--- src/rtl/seg7_pkg.sv ---
// Shared 7-segment types, segment codes (a..g in bits 6..0, active-high) and the
// nibble-to-segment encoding used by the scan driver.
package seg7_pkg;

  localparam int unsigned SEG_W = 7;

  typedef logic [SEG_W-1:0] seg7_t;

  localparam seg7_t SEG_0     = 7'b1111110;
  localparam seg7_t SEG_1     = 7'b0110000;
  localparam seg7_t SEG_2     = 7'b1101101;
  localparam seg7_t SEG_3     = 7'b1111001;
  localparam seg7_t SEG_4     = 7'b0110011;
  localparam seg7_t SEG_5     = 7'b1011011;
  localparam seg7_t SEG_6     = 7'b1011111;
  localparam seg7_t SEG_7     = 7'b1110000;
  localparam seg7_t SEG_8     = 7'b1111111;
  localparam seg7_t SEG_9     = 7'b1111011;
  localparam seg7_t SEG_A     = 7'b1110111;
  localparam seg7_t SEG_B     = 7'b0011111;
  localparam seg7_t SEG_C     = 7'b1001110;
  localparam seg7_t SEG_D     = 7'b0111101;
  localparam seg7_t SEG_E     = 7'b1001111;
  localparam seg7_t SEG_F     = 7'b1000111;
  localparam seg7_t SEG_BLANK = 7'b0000000;

  // Letters only appear in hex mode; in BCD mode 10..15 are shown blank.
  function automatic seg7_t seg7_encode(input logic [3:0] nibble, input logic hex_mode);
    seg7_t code;
    code = SEG_BLANK;
    case (nibble)
      4'h0: code = SEG_0;
      4'h1: code = SEG_1;
      4'h2: code = SEG_2;
      4'h3: code = SEG_3;
      4'h4: code = SEG_4;
      4'h5: code = SEG_5;
      4'h6: code = SEG_6;
      4'h7: code = SEG_7;
      4'h8: code = SEG_8;
      4'h9: code = SEG_9;
      4'hA: code = hex_mode ? SEG_A : SEG_BLANK;
      4'hB: code = hex_mode ? SEG_B : SEG_BLANK;
      4'hC: code = hex_mode ? SEG_C : SEG_BLANK;
      4'hD: code = hex_mode ? SEG_D : SEG_BLANK;
      4'hE: code = hex_mode ? SEG_E : SEG_BLANK;
      4'hF: code = hex_mode ? SEG_F : SEG_BLANK;
    endcase
    return code;
  endfunction

endpackage

--- src/rtl/seg7_hex_decoder.sv ---
// Combinational nibble decoder (BCD or hex) producing active-high segment codes.
module seg7_hex_decoder
  import seg7_pkg::*;
(
  input  logic [3:0] nibble,
  input  logic       hex_mode,
  output seg7_t      seg_c
);

  assign seg_c = seg7_encode(nibble, hex_mode);

endmodule

--- src/rtl/seg7_scan_driver.sv ---
// Time-multiplexed N-digit 7-segment driver: shadow/display double buffer with
// frame-aligned commit, leading-zero blanking and registered, polarity-adjusted pins.
module seg7_scan_driver
  import seg7_pkg::*;
#(
  parameter int unsigned N_DIGITS       = 4,
  parameter int unsigned REFRESH_DIV    = 50000,
  parameter bit          SEG_ACTIVE_LOW = 1'b0,
  parameter bit          SEL_ACTIVE_LOW = 1'b1
) (
  input  logic                  clk,
  input  logic                  rst_n,
  input  logic                  load,
  input  logic [4*N_DIGITS-1:0] value_in,
  input  logic [N_DIGITS-1:0]   dp_in,
  input  logic                  hex_mode,
  input  logic                  blank_lz,
  output seg7_t                 seg_output,
  output logic                  dp_out,
  output logic [N_DIGITS-1:0]   digit_sel,
  output logic [((N_DIGITS > 1) ? $clog2(N_DIGITS) : 1)-1:0] digit_idx,
  output logic                  frame_start
);

  localparam int unsigned IDX_W = (N_DIGITS > 1) ? $clog2(N_DIGITS) : 1;
  localparam int unsigned CNT_W = (REFRESH_DIV > 1) ? $clog2(REFRESH_DIV) : 1;
  localparam int unsigned VAL_W = 4 * N_DIGITS;

  // Inactive pin levels double as the XOR masks applied in the output register.
  localparam seg7_t               SEG_INV = {SEG_W{SEG_ACTIVE_LOW}};
  localparam logic                DP_INV  = SEG_ACTIVE_LOW;
  localparam logic [N_DIGITS-1:0] SEL_INV = {N_DIGITS{SEL_ACTIVE_LOW}};

  logic [CNT_W-1:0]    pre_cnt;
  logic [IDX_W-1:0]    scan_idx;
  logic                tick_q;
  logic [VAL_W-1:0]    shadow_value;
  logic [N_DIGITS-1:0] shadow_dp;
  logic                shadow_hex;
  logic                pending;
  logic [VAL_W-1:0]    disp_value;
  logic [N_DIGITS-1:0] disp_dp;
  logic                disp_hex;

  logic                tick_c;
  logic                wrap_c;
  logic [3:0]          nibble_c;
  logic                dp_c;
  logic                upper_zero_c;
  logic                blank_c;
  logic [N_DIGITS-1:0] sel_c;
  seg7_t               dec_seg_c;
  seg7_t               seg_c;

  assign tick_c = (pre_cnt == CNT_W'(REFRESH_DIV - 1));
  assign wrap_c = tick_c && (scan_idx == IDX_W'(N_DIGITS - 1));

  // Refresh prescaler
  always_ff @(posedge clk) begin
    if (!rst_n)      pre_cnt <= '0;
    else if (tick_c) pre_cnt <= '0;
    else             pre_cnt <= pre_cnt + CNT_W'(1);
  end

  // Scan index; tick_q marks the cycle right after the index moved
  always_ff @(posedge clk) begin
    if (!rst_n) begin
      scan_idx <= '0;
      tick_q   <= 1'b0;
    end else begin
      tick_q <= tick_c;
      if (tick_c) scan_idx <= wrap_c ? '0 : scan_idx + IDX_W'(1);
    end
  end

  // Shadow capture and frame-aligned commit; a load on the committing tick
  // lands in the shadow after the old shadow has been copied out.
  always_ff @(posedge clk) begin
    if (!rst_n) begin
      shadow_value <= '0;
      shadow_dp    <= '0;
      shadow_hex   <= 1'b0;
      pending      <= 1'b0;
      disp_value   <= '0;
      disp_dp      <= '0;
      disp_hex     <= 1'b0;
    end else begin
      if (wrap_c && pending) begin
        disp_value <= shadow_value;
        disp_dp    <= shadow_dp;
        disp_hex   <= shadow_hex;
      end
      if (load) begin
        shadow_value <= value_in;
        shadow_dp    <= dp_in;
        shadow_hex   <= hex_mode;
        pending      <= 1'b1;
      end else if (wrap_c && pending) begin
        pending <= 1'b0;
      end
    end
  end

  always_comb begin
    nibble_c     = 4'h0;
    dp_c         = 1'b0;
    upper_zero_c = 1'b1;
    sel_c        = '0;
    for (int unsigned k = 0; k < N_DIGITS; k++) begin
      sel_c[k] = (scan_idx == IDX_W'(k));
      if (scan_idx == IDX_W'(k)) begin
        nibble_c = disp_value[4*k +: 4];
        dp_c     = disp_dp[k];
      end
      if ((IDX_W'(k) >= scan_idx) && (disp_value[4*k +: 4] != 4'h0)) upper_zero_c = 1'b0;
    end
  end

  assign blank_c = blank_lz && upper_zero_c && (scan_idx != '0);

  seg7_hex_decoder u_dec (
    .nibble   (nibble_c),
    .hex_mode (disp_hex),
    .seg_c    (dec_seg_c)
  );

  assign seg_c = blank_c ? SEG_BLANK : dec_seg_c;

  // Pin registers
  always_ff @(posedge clk) begin
    if (!rst_n) begin
      seg_output  <= SEG_INV;
      dp_out      <= DP_INV;
      digit_sel   <= SEL_INV;
      digit_idx   <= '0;
      frame_start <= 1'b0;
    end else begin
      seg_output  <= seg_c ^ SEG_INV;
      dp_out      <= dp_c ^ DP_INV;
      digit_sel   <= sel_c ^ SEL_INV;
      digit_idx   <= scan_idx;
      frame_start <= tick_q && (scan_idx == '0);
    end
  end

endmodule

--- config.mk ---
export PLATFORM = sky130hd
export DESIGN_NAME = seg7_scan_driver
export DESIGN_NICKNAME = d
export VERILOG_FILES = /design/src/rtl/seg7_pkg.sv /design/src/rtl/seg7_hex_decoder.sv /design/src/rtl/seg7_scan_driver.sv
export SDC_FILE = /design/constraint.sdc
export NUM_CORES = 1
export LEC_CHECK = 0
export CAP_MARGIN = 15
export CORE_MARGIN = 5
export CORE_UTILIZATION = 40
export CTS_BUF_LIST = sky130_fd_sc_hd__clkbuf_8
export DETAILED_ROUTE_END_ITERATION = 10
export PLACE_DENSITY_LB_ADDON = 0.25
export SYNTH_ARGS = -nofsm -noshare
export SYNTH_HDL_FRONTEND = slang
export SYNTH_HIERARCHICAL = 1
export SYNTH_SLANG_ARGS = --single-unit
--- constraint.sdc ---
create_clock -name clk -period 3.4 [get_ports clk]
set_input_delay 0.68 -clock clk [delete_from_list [all_inputs] [get_ports clk]]
set_output_delay 0.68 -clock clk [all_outputs]
set_load 0.01 [all_outputs]
* Yosys cells after proc, flatten, opt, wreduce, memory -nomap -nowiden
Index checks and enable logic that the tools add are counted.
** Cells by class
- $add $sub $neg :: 2
- $lt $le $gt $ge :: 4
- Equal/unequal tests :: 19
- Muxes and demuxes :: 22
- Bitwise gates (word level) :: 2
- Reductions and logical operators :: 19
** Operator list (count)
- $pmux 7 s16 :: 1
- $eq 4x4->1 const B :: 8
- $mux 7 :: 4
- $add 16x1->16 const B :: 1
- $eq 16x16->1 const B :: 1
- $eq 4x3->1 const B :: 4
- $mux 4 :: 4
- $reduce_bool 4->1 :: 4
- $mux 1 :: 10
- $logic_and 1x1->1 :: 9
- $eq 4x2->1 const B :: 2
- $mux 6 :: 1
- $mux 5 :: 1
- $eq 2x2->1 const B :: 2
- $eq 4x1->1 const B :: 1
- $ge 1x2->1 const A :: 2
- $ge 2x2->1 const A :: 2
- $logic_not 4->1 :: 1
- $not 4->4 :: 1
- $reduce_bool 2->1 :: 2
- $reduce_or 2->1 :: 2
- $add 2x1->2 const B :: 1
- $eq 2x1->1 const B :: 1
- $logic_not 2->1 :: 1
- 2 further kinds :: 2
** Word-level totals
- Flip-flop bits (word level) :: 77
- Input bits :: 25
- Output and inout port bits :: 15
- Logic and storage cells :: 83

* Logic depth before layout (Yosys ltp)
- Depth after elaboration :: 9
- Depth in mapped cells :: 13
- Mapped depth without buffers :: 11

* Hierarchy
The synthesis kept the hierarchy.
** By module, submodules not included
- seg7_scan_driver :: instances 1, cells each 338, area each 3101.7 um^2, sequential area each 1541.5 um^2
- seg7_hex_decoder :: instances 1, cells each 42, area each 286.5 um^2, sequential area each 0.0 um^2

* Worst setup path before layout
OpenSTA, ideal clock, no wires.
- Kind :: register to register
- Start :: register scan_idx[1]
- End :: register seg_output[5]
- Setup time :: 0.129 ns
- Data arrival time :: 2.207 ns
- Data required time :: 3.271 ns
- Path slack :: 1.063 ns
- Stages on the path, launching flop included :: 13
- Path buffers :: 2
- Period minus slack after synthesis :: 2.337 ns
- Cells stage by stage :: dfxtp_1 > inv_1 > ha_1 > clkbuf_1 > nand3b_1 > a21oi_1 > a21oi_1 > o21ai_0 > buf_4 > o21ai_2 > a221o_1 > inv_1 > nor2_1
** Between the ends
- Elaborated cells on any way between the ends :: 41
- Those cells by class :: 4 x order compare; 18 x eq/ne; 9 x mux; 10 x reduce/logical
** RTL lines
- start, declared :: line seg7_scan_driver.sv:35 : logic [IDX_W-1:0] scan_idx;
- start signal, assigned :: line seg7_scan_driver.sv:72 : if (tick_c) scan_idx <= wrap_c ? '0 : scan_idx + IDX_W'(1);
- $logic_not 2->1 :: line seg7_scan_driver.sv:111 : if (scan_idx == IDX_W'(k)) begin
- $mux 4 (3 in a row) :: line seg7_scan_driver.sv:111
- $mux 4 (*) :: line seg7_scan_driver.sv:111
- named net nibble_c[1] :: line seg7_scan_driver.sv:47 : logic [3:0] nibble_c;
- $eq 4x4->1, or another cell as far along :: line seg7_pkg.sv:31 : case (nibble)
- $pmux 7 s16 (*) :: line seg7_pkg.sv:31
- named net dec_seg_c[5] :: line seg7_scan_driver.sv:52 : seg7_t dec_seg_c;
- end signal, assigned :: line seg7_scan_driver.sv:138 : seg_output <= seg_c ^ SEG_INV;
- end, declared :: line seg7_scan_driver.sv:18 : output seg7_t seg_output,
The timed path passes the listed nets; every way through them passes the cells marked *.
A chain may end at the register's enable or synchronous reset.

* Worst setup path in the final report
Same ends and word-level chain as after synthesis.

==> results.cfg <==
[run_status]
outcome = complete, no violations

[yosys]
synth_edf_count = 0
ys.flop_type = dfxtp_1
yosysSeqAreaShare_pct = 45.5
syn_area_mm2 = 0.00339
synthArstFlopShare_pct = 0
avgSynthCellArea_um2 = 8.92
synth.net_count = 411
ys_seq_elements = 77
yosysWarningCount = 6
synthDistinctLibCells = 47
synthCells = 380

[timing]
drv_slew = 0
fin_skew_ns = 0.0131
rsz0062_at_grt = no
setup_viol = 0
relSlewSlack_pct = 48.7
fmax_mhz = 417
fin_ws_ns = 1.00
worst_pin_slew_ns = 0.767
fin_crit_sh_pct = 70.5
fin_tns_setup_ns = 0
hold_ws_ns = 0.462
period_needed_ns = 2.40
final-hold-violation-count = 0

[placed_design]
buffer_ports.inserted = 39
placedCellCount = 508
pre_cts_slack_ns = 1.02
routabilityCongestion = 0.765
dp_hpwl_um = 4460

[pwr]
power_frac_comb_pct = 5.5
totalPowerFinal_mw = 1.77
ir_drop_uv = 281
seqPwrFrac_pct = 52.8
p_switching_mw = 0.385
switching_share_pct = 21.7
leakagePower_nw = 1.54
p_int_mw = 1.39
p_per_area_mw_per_mm2 = 440
clock_power_share_pct = 41.7

[setup_path]
worstPathArrival_ns = 2.60
worstSetupPathType = reg -> reg
r2r-start = scan_idx[1]
reg2reg_depth = 12
r2r-end = seg_output[5]
critical_path_required_ns = 3.61
end_kind = register
cp-start-kind = register
reg2reg_slack_ns = 1.00
worst-path-max-fanout = 14

[clocking]
insertion_delay_ns = 0.34
hold_buffers = 0
clockBufferDepth = 2
cts_buffers = 9
clock_sinks = 77
cts_setup_buffers = 0
root_buffer = clkbuf_8
cts_max_level = 3
cts_resized = 0
clk_pin_slew_worst_paths_ns = 0.08
cts_tree = yes

[cells_and_area]
final_cells = 524
mostFrequentLayoutCell = dfxtp_1
fill_cells = 813
insertedDiodeCount = 0
drive_gt1_share_pct = 7.88
final_cell_mix = dfxtp_1 (77), nand2_1 (65), nor2_1 (55)
nNetsFinal = 445
seq_area_mm2 = 0.00154
multi_input_area_mm2 = 0.00165
area_delta_synth_final_pct = 18.9

[floorplanning]
chipHeight_um = 102
start_util_pct = 41.2
dieWidth_um = 102
rows = 33
core_mm2 = 0.00822
ios = 40
die-area_mm2 = 0.0104

[grt]
grt_pass1_wl_um = 11500
first_global_vias = 2553
gr-total-overflow = 0
grt_start_max_net_pins = 36
antenna_found_initial = 0
gr-usage-all-layers_pct = 13.7

[hold_path]
hold_class = reg -> reg
hold_depth = 2
min-delay-start = shadow_dp[3]
whs_endpoint = disp_dp[3]

[routing]
drtIter0Drc = 66
ant_nets = 0
first_pass_iters = 4
drcViolationCount = 0
wl_per_cell_um = 12.3
vias = 2534
vias_per_cell = 4.84
wl_um = 6430

[run]
max_cap_violations = 0
worst max-delay path, cell delays in order, from the launching register on:
cell,delay (ns)
dfxtp_1,0.42
inv_1,0.10
ha_1,0.31
nand3b_1,0.20
a21oi_1,0.16
a21oi_1,0.05
o21ai_0,0.15
buf_4,0.21
inv_1,0.11
o21a_1,0.19
a221o_1,0.25
inv_1,0.05
nor2_1,0.03
worst max-delay path by stage:
stage / endpoint / slack (ns) / cells past startpoint / from
after CTS: seg_output[5] / 1.0 / 12 / scan_idx[1]
after floorplan: seg_output[5] / 1.06 / 12 / scan_idx[1]
final: seg_output[5] / 1.00 / 12 / scan_idx[1]
after global placement: seg_output[5] / 1.13 / 12 / scan_idx[1]
after detailed placement: seg_output[5] / 1.02 / 12 / scan_idx[1]
after global routing: seg_output[5] / 0.64 / 12 / scan_idx[1]
per-layer routing:
| metal | up-vias | GRT usage (%) | wire length (µm) |
|---|---|---|---|
| li1 | 1339 | - | - |
| met1 | 1145 | 17.6 | 3130 |
| met2 | 46 | 22.0 | 2990 |
| met3 | 4 | 3.89 | 255 |
| met4 | 0 | 5.25 | 55 |
| met5 | - | 0 | 0 |
stage by stage:
stage,area (µm²),util (%)
6_report,4030,49.0
5_1_grt,4030,49.0
4_1_cts,4030,49.0
3_5_place_dp,3810,46.4
3_3_place_gp,3810,46.4
2_1_floorplan,3390,-
synth_stat cells, drive strengths merged (3+ instances only):
| cell | n | share of area (%) |
|---|---|---|
| nor4 | 8 | 1.5 |
| nand2 | 65 | 7.2 |
| nand4 | 4 | 0.92 |
| nand3 | 6 | 0.89 |
| inv | 16 | 1.8 |
| o21ai | 11 | 1.7 |
| xnor2 | 12 | 3.1 |
| nor3 | 3 | 0.59 |
| and3 | 3 | 0.55 |
| mux2i | 44 | 13 |
| a21oi | 15 | 2.2 |
| ha | 6 | 2.2 |
| clkbuf | 10 | 1.1 |
| nand3b | 6 | 1.3 |
| nor2 | 58 | 6.9 |
| dfxtp | 77 | 45 |
| buf | 12 | 2.9 |
cell families (layout without fill, tap and decap cells):
| family | count (synthesis) | in the layout | share of synthesized area, % |
|---|---|---|---|
| adders and majority gates | 6 | 6 | 2.22 |
| AOI/OAI and AO/OA | 38 | 38 | 6.94 |
| xor gates and xnor gates | 14 | 14 | 3.62 |
| DFF | 77 | 77 | 45.5 |
| muxes | 44 | 44 | 13.0 |
| and+or+nand+nor | 163 | 163 | 22.9 |
| buffers and inverters | 38 | 77 | 5.80 |
power by group through the flow:
stage                     combinational, mW  clock [mW]  sequential [mW]
final                                0.0972       0.739            0.936
after global routing                  0.109       0.804            0.939
after CTS                            0.0998       0.764            0.936
after detailed placement             0.0996           0            0.957
after global placement               0.0980           0            0.957
after floorplan                      0.0516           0            0.957
area by class of cell:
cell class,count,share of cell area (%)
inverter,16,1.49
tap,105,3.26
multi-input combinational,265,40.9
sequential,77,38.2
clock buffer,9,3.07
timing repair buffer,45,10.7
clock inverter,7,2.30
state kept, by name, summed over array words and instances, names as in the netlist:
signal and count:
digit_sel 4, pre_cnt 16, shadow_value 16, frame_start 1
scan_idx 2, disp_hex 1, disp_dp 4, pending 1
disp_value 16, shadow_dp 4, dp_out 1, tick_q 1
seg_output 7, digit_idx 2, shadow_hex 1
(Power assumes the default switching activity.)
